[config.mk]
export PLATFORM = sky130hd
export DESIGN_NAME = mmio_responder_flat
export DESIGN_NICKNAME = d
export VERILOG_FILES = /design/src/rtl/mmio_responder_pkg.sv /design/src/rtl/mmio_responder_if.sv /design/src/rtl/mmio_responder_counter.sv /design/src/rtl/mmio_responder.sv /design/src/flat_wrapper.sv
export SDC_FILE = /design/constraint.sdc
export NUM_CORES = 1
export LEC_CHECK = 0
export ABC_AREA = 1
export BUFFER_PORTS_ARGS = -buffer_cell sky130_fd_sc_hd__buf_2
export CORE_MARGIN = 2
export CORE_UTILIZATION = 50
export CTS_CLUSTER_SIZE = 16
export DETAILED_ROUTE_END_ITERATION = 8
export GPL_ROUTABILITY_DRIVEN = 0
export GPL_TIMING_DRIVEN = 0
export PLACE_DENSITY = 0.71
export SETUP_SLACK_MARGIN = 0.05
export SYNTH_ARGS = -nofsm -noshare
export SYNTH_HDL_FRONTEND = slang
export SYNTH_HIERARCHICAL = 1
export SYNTH_SLANG_ARGS = --single-unit
[constraint.sdc]
create_clock -name clk -period 3.04 [get_ports clk]
set_input_delay 0.304 -clock clk [delete_from_list [all_inputs] [get_ports clk]]
set_output_delay 0.304 -clock clk [all_outputs]
set_load 0.01 [all_outputs]
[src/rtl/mmio_responder_pkg.sv]
// ----------------------------------------------------------------------------
// mmio_defs
//   Shared definitions for the IO-region responder: region select value,
//   register offsets, status bit positions and small address helpers.
//   The control path imports this too, to recognise IO-region loads.
// ----------------------------------------------------------------------------
package mmio_defs;

    // Value of addr[31:28] that routes an access to the IO region.
    localparam logic [3:0] IO_REGION_DEFAULT = 4'h8;

    // Word offsets inside the IO region (addr[7:0] with addr[1:0] cleared).
    localparam logic [7:0] OFS_STATUS = 8'h00;
    localparam logic [7:0] OFS_RX     = 8'h04;
    localparam logic [7:0] OFS_TX     = 8'h08;
    localparam logic [7:0] OFS_CYC    = 8'h10;
    localparam logic [7:0] OFS_INST   = 8'h14;
    localparam logic [7:0] OFS_CLR    = 8'h18;

    // Status register bit positions.
    localparam int STAT_TX_RDY = 0;
    localparam int STAT_RX_VLD = 1;

    // Accesses are word granular: the byte-lane bits never affect decode.
    function automatic logic [7:0] word_offset(input logic [31:0] addr);
        return {addr[7:2], 2'b00};
    endfunction

    function automatic logic is_io(input logic [31:0] addr, input logic [3:0] region);
        return addr[31:28] == region;
    endfunction

endpackage

[src/rtl/mmio_responder_if.sv]
// ----------------------------------------------------------------------------
// mmio_bus_if
//   Load/store bus between the core's control path and the IO responder.
//   master : core side   (drives address, data, strobes; receives rdata)
//   slave  : responder   (receives address, data, strobes; drives rdata)
//   Signals:
//     mmio_addr  [31:0]  byte address from the ALU result
//     mmio_wdata [31:0]  store data, already lane-shifted
//     mmio_we    [3:0]   byte write mask, all zero means no store
//     mmio_re            load strobe
//     mmio_rdata [31:0]  registered load data (one-cycle latency)
// ----------------------------------------------------------------------------
interface mmio_bus_if;
    logic [31:0] mmio_addr;
    logic [31:0] mmio_wdata;
    logic [3:0]  mmio_we;
    logic        mmio_re;
    logic [31:0] mmio_rdata;

    modport master (
        output mmio_addr, mmio_wdata, mmio_we, mmio_re,
        input  mmio_rdata
    );

    modport slave (
        input  mmio_addr, mmio_wdata, mmio_we, mmio_re,
        output mmio_rdata
    );
endinterface

[src/rtl/mmio_responder_counter.sv]
// ----------------------------------------------------------------------------
// mmio_counter
//   Free-running wrap-around counter with synchronous clear.
//   Ports:
//     clk    core clock
//     rst    synchronous active-high reset (zeroes the count)
//     clr    synchronous clear, wins over inc in the same cycle
//     inc    count enable for this cycle
//     count  [WIDTH-1:0] current value
// ----------------------------------------------------------------------------
module mmio_counter #(
    parameter int WIDTH = 32
) (
    input  logic             clk,
    input  logic             rst,
    input  logic             clr,
    input  logic             inc,
    output logic [WIDTH-1:0] count
);

    logic [WIDTH-1:0] r_count;

    // NOTE: state registers use non-blocking (<=) so every flop samples
    // the pre-edge values; blocking here would create ordering races.
    always_ff @(posedge clk) begin
        if (rst || clr) begin
            r_count <= '0;
        end else if (inc) begin
            r_count <= r_count + WIDTH'(1);
        end
    end

    assign count = r_count;

endmodule

[src/rtl/mmio_responder.sv]
// ----------------------------------------------------------------------------
// mmio_responder
//   Answers loads and stores to the IO region (addr[31:28] == IO_REGION).
//   Register map (word offsets):
//     0x00 status  RO  bit0 = TX ready (~tx_valid), bit1 = RX byte available
//     0x04 RX data RO  {24'b0, uart_rx_data}; pops the receiver if valid
//     0x08 TX data WO  wdata[7:0] into the TX holding register
//     0x10 cycles  RO  free-running cycle counter (zero-extended)
//     0x14 instret RO  retired-instruction counter (zero-extended)
//     0x18 clear   WO  any store zeroes both counters
//   Ports:
//     clk, rst          core clock, synchronous active-high reset
//     bus               mmio_bus_if.slave load/store bus
//     inst_retired      one pulse per retired instruction
//     uart_tx_data/valid/ready   byte stream to the UART transmitter
//     uart_rx_data/valid/ready   byte stream from the UART receiver
// ----------------------------------------------------------------------------
module mmio_responder
    import mmio_defs::*;
#(
    parameter logic [3:0] IO_REGION = IO_REGION_DEFAULT,
    parameter int         CNT_WIDTH = 32
) (
    input  logic       clk,
    input  logic       rst,
    mmio_bus_if.slave  bus,
    input  logic       inst_retired,
    output logic [7:0] uart_tx_data,
    output logic       uart_tx_valid,
    input  logic       uart_tx_ready,
    input  logic [7:0] uart_rx_data,
    input  logic       uart_rx_valid,
    output logic       uart_rx_ready
);

    logic                 w_sel;
    logic [7:0]           w_ofs;
    logic                 w_rd;
    logic                 w_tx_wr;
    logic                 w_clr;
    logic [CNT_WIDTH-1:0] w_cyc_cnt;
    logic [CNT_WIDTH-1:0] w_inst_cnt;
    logic [31:0]          w_status;
    logic [31:0]          w_rd_mux;

    logic                 r_tx_valid;
    logic [7:0]           r_tx_data;
    logic [31:0]          r_rdata;

    // ---------------- decode ----------------
    assign w_sel   = is_io(bus.mmio_addr, IO_REGION);
    assign w_ofs   = word_offset(bus.mmio_addr);
    assign w_rd    = w_sel & bus.mmio_re;
    assign w_tx_wr = w_sel & bus.mmio_we[0] & (w_ofs == OFS_TX);
    assign w_clr   = w_sel & (|bus.mmio_we) & (w_ofs == OFS_CLR);

    // ---------------- counters ----------------
    mmio_counter #(.WIDTH(CNT_WIDTH)) u_cyc_cnt (
        .clk   (clk),
        .rst   (rst),
        .clr   (w_clr),
        .inc   (1'b1),
        .count (w_cyc_cnt)
    );

    mmio_counter #(.WIDTH(CNT_WIDTH)) u_inst_cnt (
        .clk   (clk),
        .rst   (rst),
        .clr   (w_clr),
        .inc   (inst_retired),
        .count (w_inst_cnt)
    );

    // ---------------- read mux ----------------
    // Status reflects the pre-edge TX state, so a status read that
    // coincides with a TX store or handshake sees the old tx_valid.
    // NOTE: every always_comb output gets a default first; otherwise an
    // unassigned path infers a latch.
    always_comb begin
        w_status              = '0;
        w_status[STAT_TX_RDY] = ~r_tx_valid;
        w_status[STAT_RX_VLD] = uart_rx_valid;
    end

    always_comb begin
        w_rd_mux = '0;
        case (w_ofs)
            OFS_STATUS: w_rd_mux = w_status;
            OFS_RX:     w_rd_mux = {24'b0, uart_rx_data};
            OFS_CYC:    w_rd_mux = 32'(w_cyc_cnt);
            OFS_INST:   w_rd_mux = 32'(w_inst_cnt);
            default:    w_rd_mux = '0;
        endcase
    end

    // Registered read data holds its value between loads, matching the
    // synchronous data BRAM beside it.
    always_ff @(posedge clk) begin
        if (rst) begin
            r_rdata <= '0;
        end else if (w_rd) begin
            r_rdata <= w_rd_mux;
        end
    end

    // ---------------- RX pop ----------------
    // Pop in the same cycle the byte is sampled into the read register;
    // held low during reset so a load in flight cannot consume a byte.
    assign uart_rx_ready = ~rst & w_rd & (w_ofs == OFS_RX) & uart_rx_valid;

    // ---------------- TX holding register ----------------
    // A store only lands when the register is empty; a store while a
    // byte is pending is dropped. Data stays put until the next accepted
    // store so the transmitter sees a stable byte.
    always_ff @(posedge clk) begin
        if (rst) begin
            r_tx_valid <= 1'b0;
            r_tx_data  <= '0;
        end else if (w_tx_wr && !r_tx_valid) begin
            r_tx_valid <= 1'b1;
            r_tx_data  <= bus.mmio_wdata[7:0];
        end else if (r_tx_valid && uart_tx_ready) begin
            r_tx_valid <= 1'b0;
        end
    end

    assign uart_tx_valid  = r_tx_valid;
    assign uart_tx_data   = r_tx_data;
    assign bus.mmio_rdata = r_rdata;

endmodule
[src/flat_wrapper.sv]
// flat-port wrapper written by rule: the top's interface ports become plain ports
module mmio_responder_flat import mmio_defs::*;
#(
    parameter logic [3:0] IO_REGION = IO_REGION_DEFAULT,
    parameter int         CNT_WIDTH = 32
)
  (clk, rst, inst_retired, uart_tx_data, uart_tx_valid, uart_tx_ready, uart_rx_data, uart_rx_valid, uart_rx_ready, bus_mmio_addr, bus_mmio_wdata, bus_mmio_we, bus_mmio_re, bus_mmio_rdata);
  mmio_bus_if bus_i ();
  input  logic clk;
  input  logic rst;
  input  logic inst_retired;
  output logic [7:0] uart_tx_data;
  output logic uart_tx_valid;
  input  logic uart_tx_ready;
  input  logic [7:0] uart_rx_data;
  input  logic uart_rx_valid;
  output logic uart_rx_ready;
  input wire logic [$bits(bus_i.mmio_addr)-1:0] bus_mmio_addr;
  input wire logic [$bits(bus_i.mmio_wdata)-1:0] bus_mmio_wdata;
  input wire logic [$bits(bus_i.mmio_we)-1:0] bus_mmio_we;
  input wire logic [$bits(bus_i.mmio_re)-1:0] bus_mmio_re;
  output wire logic [$bits(bus_i.mmio_rdata)-1:0] bus_mmio_rdata;
  assign bus_i.mmio_addr = bus_mmio_addr;
  assign bus_i.mmio_wdata = bus_mmio_wdata;
  assign bus_i.mmio_we = bus_mmio_we;
  assign bus_i.mmio_re = bus_mmio_re;
  assign bus_mmio_rdata = bus_i.mmio_rdata;
  mmio_responder #(.IO_REGION(IO_REGION), .CNT_WIDTH(CNT_WIDTH)) u_core (.clk(clk), .rst(rst), .bus(bus_i), .inst_retired(inst_retired), .uart_tx_data(uart_tx_data), .uart_tx_valid(uart_tx_valid), .uart_tx_ready(uart_tx_ready), .uart_rx_data(uart_rx_data), .uart_rx_valid(uart_rx_valid), .uart_rx_ready(uart_rx_ready));
endmodule
# Yosys cells after proc, flatten, opt, wreduce, memory -nomap -nowiden
# Cells that the tools add are included.
classes:
  shift: 0
  n_eq_ne: 6
  muxes: 3
  magnitude_cmp: 0
  reduce_logical: 7
  div: 0
  n_bitwise: 10
  add_sub_neg: 2
  n_mul: 0
op_table:
  columns: ["operator", "n"]
  rows:
  - ["$pmux 32 s4", 1]
  - ["$add 32x1->32 const B", 2]
  - ["$eq 6x3->1 const B", 3]
  - ["$and 1x1->1", 8]
  - ["$logic_not 8->1", 1]
  - ["$eq 6x1->1 const B", 1]
  - ["$eq 6x2->1 const B", 1]
  - ["$eq 4x4->1 const B", 1]
  - ["$reduce_or 4->1", 1]
  - ["$logic_and 1x1->1", 2]
  - ["$mux 1", 2]
  - ["$not 1->1", 2]
  - ["$reduce_bool 2->1", 1]
  - ["$logic_not 1->1", 1]
  - ["$logic_or 1x1->1", 1]
word_totals:
  mem_bits_ro: 0
  ramBits: 0
  wordCells: 33
  input_bits: 82
  n_memories: 0
  latch_bits: 0
  out_inout_bits: 42
  reg_bits: 105

# Logic depth before layout (Yosys ltp)
# Gate-level depths: netlist of run 1.
depth:
  depth_word: 5
  ltp_mapped: 10
  depth_no_buf: 10

# Modules after synthesis
# Netlist of run 1, hierarchy kept.
by_module_without_submodules:
  columns: ["module", "area_each_um2", "cells_each", "instances", "seq_area_each_um2"]
  rows:
  - ["mmio_counter", 1798.0, 276, 2, 640.6]
  - ["mmio_responder", 2162.1, 341, 1, 820.8]

# Least setup slack after synthesis of run 1
# Ideal clock, no wire load.
synth_timing:
  path_kind: "input to register"
  from: "in bus_mmio_we[0]"
  to: "reg u_core.u_inst_cnt.r_count[11], in the netlist u_core/u_inst_cnt/count[11]"
  slack_ns: 1.524
  t_required_ns: 2.976
  cell_stages: 6
  path_buffers: 1
  arrival_ns: 1.452
  setup_time_ns: 0.064
  cell_sequence: "o41ai_1 > nor2_1 > nor2_1 > clkbuf_1 > nand2_1 > nor2_1"
synth_between:
  elab_chain_len: 4
synth_lines:
  columns: ["item", "line", "rtl"]
  rows:
  - ["start: declaration", "flat_wrapper.sv:20", "input wire logic [$bits(bus_i.mmio_we)-1:0] bus_mmio_we;"]
  - ["$reduce_or 4->1", "mmio_responder.sv:55", "assign w_clr = w_sel & (|bus.mmio_we) & (w_ofs == OFS_CLR);"]
  - ["$and 1x1->1 (2 in series)", "mmio_responder.sv:55", null]
  - ["named net u_core.w_clr", "mmio_responder.sv:40", "logic w_clr;"]
  - ["$logic_or 1x1->1", "mmio_responder_counter.sv:26", "if (rst || clr) begin"]
  - ["end signal: assignment", "mmio_responder_counter.sv:29", "r_count <= r_count + WIDTH'(1);"]
  - ["end: declaration", "mmio_responder_counter.sv:21", "logic [WIDTH-1:0] r_count;"]
# The timed path passes the listed nets, and every way through them passes these cells.
# A chain may end at the register's enable or synchronous reset.

# Worst setup path after layout of run 1
layout_timing:
  from: "in bus_mmio_we[0]"
  to: "reg u_core.u_inst_cnt.r_count[19], in the netlist u_core/u_inst_cnt/count[19]"
# The elaborated chain is that of the path after synthesis.

==> results of run 1 <==
-- final timing paths --
kind              slack, ps                                  endpoint  depth (start not counted)
hold / removal          210         u_core/uart_tx_valid$_SDFFE_PP0P_                          4
setup reg to reg       1490  u_core/u_inst_cnt/count[28]$_SDFFE_PP0P_                          8
setup / recovery       1060  u_core/u_inst_cnt/count[19]$_SDFFE_PP0P_                          7
hold reg to reg         460    u_core/bus.mmio_rdata[15]$_SDFFE_PP0P_                          2
-- layout make-up --
class	count	area (um2)
buffer	25	133.9
clock buffer	10	239.0
clock inverter	5	127.6
fill	1118	4613
inverter	104	390.4
multi-input combinational	664	3151
sequential	105	2102
tap	143	178.9
timing repair buffer	77	385.4
-- flip-flops by register name (all words and copies together), names as in the netlist --
name	flops
u_core/u_inst_cnt/count	32
u_core/bus.mmio_rdata	32
u_core/u_cyc_cnt/count	32
u_core/uart_tx_valid	1
u_core/uart_tx_data	8
-- placed cells by master (no fill, tap or decap) --
master | Yosys | final
buf_6 | 1 | 1
nor2_1 | 124 | 124
clkbuf_16 | 0 | 9
clkinvlp_4 | 0 | 1
conb_1 | 1 | 6
inv_1 | 99 | 99
nor3b_2 | 1 | 1
xnor2_1 | 2 | 2
and3_1 | 2 | 2
nor3_2 | 2 | 2
nor3_1 | 3 | 3
o21a_1 | 4 | 4
buf_1 | 1 | 1
nand3_1 | 73 | 73
nor2_4 | 23 | 23
nor3b_1 | 11 | 11
inv_2 | 5 | 5
nand2_1 | 277 | 277
nand4_1 | 24 | 24
ha_1 | 2 | 2
nand3_4 | 2 | 2
buf_4 | 6 | 6
nand3_2 | 3 | 3
nor4_1 | 1 | 1
buf_2 | 8 | 85
clkbuf_8 | 0 | 1
o21ai_0 | 14 | 14
bufinv_16 | 0 | 4
nand2_2 | 13 | 13
a21oi_1 | 71 | 71
dfxtp_1 | 105 | 105
nor2_2 | 4 | 4
clkbuf_1 | 9 | 9
nand4_4 | 1 | 1
o41ai_1 | 1 | 1
-- power by group through the flow --
stage	Clock [mW]	Combinational (mW)	Sequential (mW)
2_1_floorplan	0	0.0716	1.41
3_3_place_gp	0	0.119	1.42
3_5_place_dp	0	0.120	1.42
4_1_cts	1.45	0.121	1.38
5_1_grt	1.50	0.137	1.38
6_report	1.42	0.121	1.38
-- kinds of logic (layout without fill, tap and decap cells) --
group,count (synthesis),after routing,synth area share
other,1,6,0.0006513
AND/OR/NAND/NOR,564,564,0.4552
AO/OA/AOI/OAI,90,90,0.08062
adder cells (fa/ha/maj),2,2,0.004345
buffers and inverters,129,221,0.09105
XOR/XNOR,2,2,0.003043
flip-flops,105,105,0.3651
-- routing by layer --
layer | track usage | vias up | wire length (um)
met5 | 0 | - | 0
li1 | - | 3002 | -
met1 | 0.3121 | 2484 | 6885
met4 | 0.08066 | 0 | 264
met2 | 0.3850 | 145 | 6382
met3 | 0.03609 | 18 | 822
-- worst max-delay path, cell delays in order --
cell	delay (ps)
buf_2	120
o41ai_1	410
nor2_1	100
nor2_1	660
clkbuf_1	450
nand2_1	120
nor2_1	100
-- stage by stage --
step           std cells  hold WS [ps]  power (mW)
2_1_floorplan        898         393.7       1.486
3_3_place_gp        1118         451.3       1.536
3_5_place_dp        1118         452.7       1.536
4_1_cts             1133         202.8       2.956
5_1_grt             1133         222.3       3.020
6_report            1133         210.5       2.930
==> metrics.txt, run 1 <==
clock sink count 105; crit path time final 1976 ps; Final WS setup 1064 ps; Int Pwr 2.326 mW; CP Capture Type flop; Initial Util 0.5086; Leak Pwr 2.951 nW; YS warnings 6; DR iter-0 viols 325; crit path from bus_mmio_we[0]; share of the synthesized area in the top cell type 0.3651; Flop pwr share 0.473; FF-to-FF Start u_core/u_inst_cnt/count[0]$_SDFFE_PP0P_; Placed Area 6341 um2; Post-Syn Area 5758 um2; I/O Buffers 77; Post-synth EDFFs 0; start point of the worst hold path uart_tx_ready; vias in the first global route 5053; Cell Rows 39; die span in y 111.3 um; CORE AREA 11320 um2; Worst Hold Class in2reg; WS Path Type in2reg; Switching Share 0.2060; Worst Path Required 3330 ps; Ant. Diodes 0; Final Cycle Share 0.6501; clock latency at the later pin of the worst-skew pair 360 ps; Synth async-reset ratio 0; CTS root buffer clkbuf_16; I/O Pins 124; Synth Area per Inst 6.448 um2; switching pwr 0.6037 mW; RSZ-0062 raised after global routing no; combinational power share 0.041; All-Layer GR Usage 0.2331; initial antenna violation count 0; drt total wl 14.35 mm; Hold Fails Final Rpt 0; Setup Viol. Count Final 0; status finished, final reports clean; via count 5649; total gr overflow 0; WL/cell 12.67 um; Final Cell Area 6708 um2; Synth Instances 893; Pwr Density 436.8 nW/um2; largest net degree at the start of global routing 17; synthesis-to-layout area growth 16.49%; Num CTS Buffers 9; startpoint types primary input; CTS H-Tree Depth 3; clock slew at reported path FFs 70 ps; Final #Nets 1070; setup_tns 0 ps; post-DR vias/cell 4.986; Fin Clk Skew 11.63 ps; fin. max-slew vios 0; Max-cap violations 0; synthesized flop and latch total 105; share of layout cells above drive strength 1 0.1626; Die ar. 12390 um2; residual DRC count 0; hold buffers post-CTS 0; postcts setup bufs 0; Least-Margin Pin Slew 833.0 ps; register area share after synthesis 0.3651; highest net fanout along the worst path 10; Synth top cells by count 277 x nand2_1, 124 x nor2_1, 105 x dfxtp_1; CP arrival 2270 ps; post-CTS resize count 0; Clock power frac 0.486; Post-DRT Antenna Nets 0; Max clock buf depth 2; Max Freq 506.0 MHz; Unique masters post-synth 31; Setup WS pre-CTS 710.1 ps; global-route wire length before repair 23.63 mm; Post-DP HPWL 10.90 mm; Finished Core Util 0.5925; most numerous cell in the Yosys netlist nand2_1; Horiz. Die Dim 111.3 um; predominant post-synthesis flop cell dfxtp_1; slew margin rel. 0.4426; router iterations before antenna repair 5; TritonCTS clock tree built; Yosys top cell by area dfxtp_1; Area contributors post-synth dfxtp_1 37%, nand2_1 18%, nor2_1 8.1%, inv_1 6.5%, nand3_1 6.3%; Peak VDD IR 277.4 uV
Note: power is estimated with default switching activity, not from simulation.
==> run 2, diff against run 1 <==
- PLACE_DENSITY: 0.71 -> 0.74
- clock period: 3.04 -> 1.6 ns (I/O delays scaled with it)
==> run 2 against run 1 <==
  * Core utilization rose by 0.33 points
  * Design area rose by 0.56%
  * Sequential share of layout area about the same
  * Via count is 1.2% higher
  * Critical path depth is the same
  * Final cell count rose by 0.62%
  * Flip-flop and latch count is the same
  * Register-to-register slack lost 1400 ps
  * Die area unchanged
  * Sequential power grew 91%
  * First-iteration DRC count is 14% higher
  * Critical endpoint is now u_core/u_cyc_cnt/count[16]$_SDFFE_PP0P_
  * Highest routed layer unchanged
==> metrics.txt, run 2 (synthesis results as in run 1) <==
status finished, final reports clean; DR iter-0 viols 372 (+14%); slew margin rel. 0.6441 (+0.2014); R2R Path End u_core/u_cyc_cnt/count[16]$_SDFFE_PP0P_; WL/cell 12.51 um (-1.2%); Final #Nets 1077 (+0.65%); clock latency at the later pin of the worst-skew pair 350 ps (about the same); vias in the first global route 5037 (-0.32%); die span in y 111.3 um (unchanged); slowest CP cell dfxtp_4; Ant. Diodes 0 (unchanged); initial antenna violation count 0 (unchanged); Max-cap violations 0 (unchanged); Final Cycle Share 0.9316; Setup WS pre-CTS -543.7 ps (-1254 ps); most frequent cells in the layout 277 x nand2_1, 119 x nor2_1, 99 x inv_1, 99 x dfxtp_1, 85 x buf_2; router iterations before antenna repair 5 (unchanged); CP arrival 1730 ps (-540 ps); most common cell after layout, fill and taps aside nand2_1; Horiz. Die Dim 111.3 um (unchanged); residual DRC count 0 (unchanged); start point of the worst hold path bus_mmio_wdata[0]; hold path depth 3 (-1); Overall Power 4.949 mW (+69%); Hold WS 88.69 ps (-121.8 ps); All-Layer GR Usage 0.2332 (about the same); fin. max-slew vios 0 (unchanged); largest net degree at the start of global routing 17 (unchanged); Max clock buf depth 2 (unchanged); Crit path max-delay family simple AND/OR/NAND/NOR gates; Fill cells 1115 (-0.27%); I/O Buffers 77 (unchanged); CP Capture Type flop; TritonCTS clock tree built; Non-Filler Instances 1140 (+0.62%); Least-Margin Pin Slew 533.9 ps (-299.1 ps); Post-DP HPWL 10.87 mm (-0.23%); R2R depth 7 (-1); CTS H-Tree Depth 3 (unchanged); Leak Pwr 2.956 nW (+0.18%); Worst Path Buf+Inv 1 (-1); Setup Viol. Count Final 0 (unchanged); I/O Pins 124 (unchanged); setup_tns 0 ps (unchanged); placed cells 1118 (unchanged); clock sink count 105 (unchanged); crit path time final 1491 ps; RSZ-0062 raised after global routing no; Worst Hold Class in2reg; Cell Rows 39 (unchanged); CORE AREA 11320 um2 (unchanged); share of layout cells above drive strength 1 0.1866 (+0.02393); FF-to-FF Start u_core/u_cyc_cnt/count[0]$_SDFFE_PP0P_; Placed Area 6341 um2 (unchanged); Max Freq 670.9 MHz; Worst Hold End u_core/uart_tx_data[0]$_SDFFE_PP0P_; hold buffers post-CTS 0 (unchanged); WS Path Type reg2reg; CTS root buffer clkbuf_16; Num CTS Buffers 9 (unchanged); total gr overflow 0 (unchanged); Finished Core Util 0.5958 (+0.003315); drt total wl 14.27 mm (-0.61%); Peak VDD IR 471.4 uV (+70%); clock slew at reported path FFs 70 ps (about the same); slowest stage delay, CP 370 ps (-290 ps); Fin Clk Skew 5.781 ps (-5.852 ps); Worst Path Required 1840 ps (-1490 ps); via count 5716 (+1.2%); Final Cell Area 6745 um2 (+0.56%); Post-DRT Antenna Nets 0 (unchanged); synthesis-to-layout area growth 17.14%; R2R Setup Slk 110 ps (-1380 ps); global-route wire length before repair 23.73 mm (+0.44%); Die ar. 12390 um2 (unchanged); Pwr Density 733.7 nW/um2 (+68%); crit-path cells ha_2 -> nand2_2 -> nor2_4 -> nand3_4 -> buf_4 -> nor3b_1 -> nor2_1; Initial Util 0.5086 (unchanged); startpoint types flop; post-DR vias/cell 5.014 (+0.56%); highest net fanout along the worst path 5 (-5); Final WS setup 109.4 ps (-954.4 ps); Hold Fails Final Rpt 0 (unchanged)
==> run 2: final cells by class <==
class,instances,area (um2),share of cell area
clock inverter,4,27.53,0.004081
inverter,104,390.4,0.05787
timing repair buffer,85,445.4,0.06604
multi-input combinational,664,3213,0.4763
tap,143,178.9,0.02653
sequential,105,2115,0.3135
clock buffer,11,242.7,0.03599
buffer,24,132.6,0.01966
==> run 2: power by group <==
part / switching [mW] / internal [mW] / leakage (nW)
clock: 0.979 / 1.10 / 0.136
sequential: 0.0122 / 2.62 / 0.849
combinational: 0.156 / 0.0840 / 1.97
total: 1.15 / 3.80 / 2.96
==> run 2: worst reg2reg max path, delay by kind of cell (launching register included) <==
family	cells	cell delay (ps)
adders and majority gates	1	190
buffers and inverters	1	170
DFF	1	370
and+or+nand+nor	5	650
==> run 2: worst max-delay path by stage <==
stage	startpoint	endpoint	slack, ps	cells past startpoint
after floorplan	bus_mmio_we[0]	u_core/u_inst_cnt/count[11]$_SDFFE_PP0P_	230	6
after global placement	bus_mmio_we[0]	u_core/u_inst_cnt/count[14]$_SDFFE_PP0P_	-510	7
after detailed placement	bus_mmio_we[0]	u_core/u_inst_cnt/count[14]$_SDFFE_PP0P_	-540	7
after CTS	u_core/u_cyc_cnt/count[0]$_SDFFE_PP0P_	u_core/u_cyc_cnt/count[28]$_SDFFE_PP0P_	50	8
after global routing	u_core/u_cyc_cnt/count[0]$_SDFFE_PP0P_	u_core/u_cyc_cnt/count[28]$_SDFFE_PP0P_	40	8
final	u_core/u_cyc_cnt/count[0]$_SDFFE_PP0P_	u_core/u_cyc_cnt/count[16]$_SDFFE_PP0P_	110	7
==> run 2: timing repair <==
action | in CTS | in global routing
resized for setup | 4 | 22
endpoints found under the setup margin | 35 | 47
pin swaps | 0 | 7
setup buffers | 0 | 8
==> run 2: metal layers <==
| layer | up-vias | routed length (um) | track usage |
|---|---|---|---|
| li1 | 3016 | - | - |
| met1 | 2535 | 6905 | 0.3153 |
| met2 | 145 | 6348 | 0.3821 |
| met3 | 20 | 771 | 0.03554 |
| met4 | 0 | 240 | 0.08066 |
| met5 | - | 0 | 0 |
